## src/rtl/decoder_seq.sv

```systemverilog
// ---------------------------------------------------------------------------
// decoder_seq
// Registered N-to-2**N decoder with a valid/ready output slot and an
// auto-scan mode that walks a one-hot bit across the output word.
//
// Ports
//   clk        : single clock, all state updates on the rising edge
//   rst_n      : synchronous active-low reset
//   en         : global enable; freezes scanning and accepts when low
//   mode       : 00 one-hot, 01 thermometer, 10 auto-scan, 11 reserved (d=0)
//   sel        : decode index (also the scan start index)
//   in_valid   : sel/mode valid
//   in_ready   : block accepts sel/mode this cycle
//   d          : registered decoded word
//   out_valid  : d holds an unconsumed result
//   out_ready  : consumer takes d
//   scan_wrap  : one-cycle pulse after the scan index steps from M-1 to 0
// ---------------------------------------------------------------------------
module decoder_seq #(
   parameter  int N = 3,
   localparam int M = 2**N
) (
   input  logic         clk,
   input  logic         rst_n,
   input  logic         en,
   input  logic [1:0]   mode,
   input  logic [N-1:0] sel,
   input  logic         in_valid,
   output logic         in_ready,
   output logic [M-1:0] d,
   output logic         out_valid,
   input  logic         out_ready,
   output logic         scan_wrap
);

   localparam logic [1:0]   MODE_ONEHOT = 2'b00;
   localparam logic [1:0]   MODE_THERMO = 2'b01;
   localparam logic [1:0]   MODE_SCAN   = 2'b10;
   localparam logic [N-1:0] IDX_MAX     = '1;

   typedef enum logic {
      ST_IDLE = 1'b0,
      ST_SCAN = 1'b1
   } state_t;

   state_t         state_q,     state_d;
   logic [N-1:0]   scan_idx_q,  scan_idx_d;
   logic [M-1:0]   d_q,         d_d;
   logic           out_valid_q, out_valid_d;
   logic           scan_wrap_q, scan_wrap_d;

   logic           accept;
   logic           pop;
   logic           scan_mode;
   logic           slot_free;
   logic [N-1:0]   next_idx;

   function automatic logic [M-1:0] onehot(input logic [N-1:0] idx);
      logic [M-1:0] w;
      w      = '0;
      w[idx] = 1'b1;
      return w;
   endfunction

   function automatic logic [M-1:0] thermo(input logic [N-1:0] idx);
      logic [M-1:0] w;
      for (int i = 0; i < M; i++) begin
         w[i] = (i <= int'(idx));
      end
      return w;
   endfunction

   // Mode 10 never reaches here (in_ready is low); 11 decodes to all zeros.
   function automatic logic [M-1:0] decode(input logic [1:0]   md,
                                           input logic [N-1:0] idx);
      logic [M-1:0] w;
      case (md)
         MODE_ONEHOT: w = onehot(idx);
         MODE_THERMO: w = thermo(idx);
         default:     w = '0;
      endcase
      return w;
   endfunction

   assign scan_mode = (mode == MODE_SCAN);
   assign slot_free = !out_valid_q || out_ready;
   assign in_ready  = rst_n && en && !scan_mode && slot_free;
   assign accept    = in_valid && in_ready;
   // A transfer out completes even with en low, but never during reset.
   assign pop       = rst_n && out_valid_q && out_ready;
   assign next_idx  = scan_idx_q + 1'b1;

   // Output slot first, then the scan FSM. The two never load d in the same
   // cycle because in_ready is low whenever mode selects auto-scan.
   always_comb begin
      state_d     = state_q;
      scan_idx_d  = scan_idx_q;
      d_d         = d_q;
      out_valid_d = out_valid_q;
      scan_wrap_d = 1'b0;

      if (pop) begin
         out_valid_d = 1'b0;
      end
      if (accept) begin
         d_d         = decode(mode, sel);
         out_valid_d = 1'b1;
      end

      if (en) begin
         if (state_q == ST_IDLE) begin
            if (scan_mode) begin
               state_d     = ST_SCAN;
               scan_idx_d  = sel;
               d_d         = onehot(sel);
               out_valid_d = 1'b1;
            end
         end else begin
            if (!scan_mode) begin
               state_d = ST_IDLE;
            end else if (slot_free) begin
               scan_idx_d  = next_idx;
               d_d         = onehot(next_idx);
               out_valid_d = 1'b1;
               scan_wrap_d = (scan_idx_q == IDX_MAX);
            end
         end
      end
   end

   always_ff @(posedge clk) begin
      if (!rst_n) begin
         state_q     <= ST_IDLE;
         scan_idx_q  <= '0;
         d_q         <= '0;
         out_valid_q <= 1'b0;
         scan_wrap_q <= 1'b0;
      end else begin
         state_q     <= state_d;
         scan_idx_q  <= scan_idx_d;
         d_q         <= d_d;
         out_valid_q <= out_valid_d;
         scan_wrap_q <= scan_wrap_d;
      end
   end

   assign d         = d_q;
   assign out_valid = out_valid_q;
   assign scan_wrap = scan_wrap_q;

endmodule

```

## config.mk

```make
export PLATFORM = sky130hd
export DESIGN_NAME = decoder_seq
export DESIGN_NICKNAME = d
export VERILOG_FILES = /design/src/rtl/decoder_seq.sv
export SDC_FILE = /design/constraint.sdc
export NUM_CORES = 1
export LEC_CHECK = 0
export ABC_AREA = 0
export BUFFER_PORTS_ARGS = -buffer_cell sky130_fd_sc_hd__buf_2
export CAP_MARGIN = 20
export CORE_UTILIZATION = 54
export CTS_CLUSTER_DIAMETER = 200
export DETAILED_ROUTE_END_ITERATION = 12
export PLACE_DENSITY = 0.78
export SYNTH_ARGS = -nofsm -noshare
export SYNTH_HDL_FRONTEND = slang
export SYNTH_SLANG_ARGS = --single-unit
```

## constraint.sdc

```tcl
create_clock -name clk -period 2.4 [get_ports clk]
set_clock_uncertainty 0.1 [all_clocks]
set_input_delay 0.24 -clock clk [delete_from_list [all_inputs] [get_ports clk]]
set_output_delay 0.24 -clock clk [all_outputs]
set_load 0.03 [all_outputs]
```

==> metrics.txt <==
Die Y 46.25 um; status completed; die area between 2000 and 2500 um^2; worst skew pair latency 0.28 ns; Total GRT Usage 27.10%; crit end category flop; Worst-path clk slew 0.09 ns; Max rail drop VDD 0.3421 mV; Final Setup Violations 0; Data arrival, critical path 2.15 ns; unrepaired setup endpoints after global routing false; post-synthesis register bit count 14; Synth area leader dfxtp_1; synth top area cells dfxtp_1, a21oi_1, nor2_1; period utilization a little under nine tenths; post-synth net total 145; Post-DRT Antenna Nets 0; CTS H-tree depth 1; Pre-Repair DR Iteration Count 4; Power Total 0.5602 mW; Clock Tree Buf Depth 2; number of global-route vias before repair 917; final core utilization between 60% and 70%; setup_tns 0 ns; initial antenna violation count 0; Period minus WS final roughly 2.0 ns; layout cells sized above 1 a little over a fifth; max_slew headroom 57.15%; Synth async-reset ratio 0%; Core Rows 15; sequential cell area 280.3 um^2; Worst Path Max Fanout 8; Starting Density approximately three fifths; Fin. Hold Viols 0; Synth cell types 44; Ys Warns 0; Post-synth EDFFs 0; max-slew violations 0; post-layout worst setup margin 0.3581 ns; area occupied by multi-input gates 691.9 um^2; n_diodes 0; number of clock sinks 14; Synth Flop Type dfxtp_1; slew of the pin with the lowest slew margin 0.6419 ns; area share of the largest cell type after synthesis 26.51%; placed cells approximately 170; clk root buf clkbuf_4; pwr dens around 490 nW/um^2; Req. time, crit path 2.51 ns; synthesized area 1057 um^2; core area about 1800 um^2; vias per cell ~6.3; GPL Wtd Cong 0.9103; sequential area share after synthesis 26.51%; DR vias between 1000 and 1500; area delta synth->final 8.875%; P_leak ~0.45 nW; fin cells 172; Die X 46.25 um; Routed WL per cell around 14 um; grt ovf 0; Final Net Count 160; post-cts resize count 0; startpoint type of the worst setup path flop; dpl ws 0.4300 ns; Synth Area per Inst 7.949 um^2; CTS tree yes; FMAX 0.4897 GHz; largest net degree at the start of global routing 17; CTS Hold Bufs 0; Detailed Route Iter0 Violations 20; DRC violations left 0; worst hold path type in -> reg; first-pass GRT wire length 4153 um; fillers 179; PortBufs 20; Max-Cap Viols 0; post-CTS setup buffer count 0; CTS Buf Count 3; synthesized instance count 133; detailed-route wire length 2457 um; kind of critical path reg -> reg; I/O pins 21; Post-DP HPWL between 1500 and 2000 um
[path summary, 6_finish.rpt]
kind / start / end / slack [ns] / depth (start not counted)
setup / recovery: scan_idx_q[0]$_SDFFE_PN0P_ / d[7]$_SDFF_PN0_ / 0.36 / 7
hold / removal: rst_n / state_q$_SDFFE_PN0P_ / 0.20 / 2
setup reg to reg: scan_idx_q[0]$_SDFFE_PN0P_ / d[7]$_SDFF_PN0_ / 0.36 / 7
hold reg to reg: scan_idx_q[1]$_SDFFE_PN0P_ / scan_idx_q[1]$_SDFFE_PN0P_ / 0.41 / 2
[worst max-delay path, stage by stage, from the launching register on]
cell     delay (ns)
dfxtp_1        0.38
ha_1           0.23
ha_1           0.44
inv_1          0.12
or3_1          0.35
a21oi_1        0.15
a32oi_1        0.06
o21ai_0        0.15
[kinds of logic (layout without fill, tap and decap cells)]
logic type,after synthesis,in the layout,synth area share (%)
AOI/OAI and AO/OA,45,45,29.23
muxes,2,2,1.894
and+or+nand+nor,57,57,31.96
buffers and inverters,13,27,8.046
adders and majority gates,2,2,2.366
DFF,14,14,26.51
[per-layer routing]
metal / part of all wire [%] / GRT usage (%) / vias to the layer above
met2: 45 / 41.13 / 48
li1: - / - / 522
met1: 45 / 36.00 / 497
met3: 7.0 / 4.314 / 8
met5: 0 / 0 / -
met4: 2.6 / 15.29 / 0
[placed cells by master (no fill, tap or decap), drive strengths merged, types with 2 or more instances in the layout]
master	synthesis	final
nand3	3	3
buf	10	20
dfxtp	14	14
nand4	2	2
nor2	13	13
nor3	5	5
nor2b	3	3
a21oi	11	11
inv	3	3
a32oi	3	3
o21ai	7	7
o211ai	2	2
nor3b	2	2
o32ai	2	2
and2b	2	2
clkbuf	0	4
a211o	2	2
and3	2	2
a31oi	4	4
mux2i	2	2
nand2b	8	8
o22ai	2	2
nand2	12	12
a211oi	3	3
a311oi	2	2
a22oi	3	3
ha	2	2
and2	2	2
[area by class of cell]
type	instances	share of cell area, %
multi-input combinational	106	60.11
clock buffer	4	3.152
sequential	14	24.35
inverter	3	0.9783
tap	25	2.717
timing repair buffer	20	8.696
[stage by stage]
stage               cell area [um^2]  hold slack, ns
CTS                             1151          0.1853
global placement                1115          0.3948
finish                          1151          0.1957
floorplan                       1057          0.3585
detailed placement              1115          0.4035
global route                    1151          0.1969
[synthesized netlist by cell type (2+ instances only)]
cell       n
o32ai_1    2
inv_1      3
o21ai_0    7
a211oi_1   3
buf_6      3
and3_1     2
buf_2      5
a211o_1    2
mux2i_1    2
dfxtp_1   14
nand2b_1   7
o22ai_1    2
a32oi_1    3
buf_4      2
a22oi_1    3
ha_1       2
nor2_1    13
nor2b_1    3
a21oi_1   10
nand2_1   11
a31oi_1    4
nor3_1     5
nand3_1    2
o211ai_1   2
a311oi_1   2
[state kept, by name (all words and copies together) (netlist names)]
name,flops
d,8
scan_idx_q,3
out_valid,1
scan_wrap,1
state_q,1
[report_power, final]
group	switching (mW)	internal, mW	total, mW
clock network	0.0837	0.0923	0.176
registers	0.0100	0.243	0.253
logic	0.0852	0.0464	0.132
(Power assumes the default switching activity.)
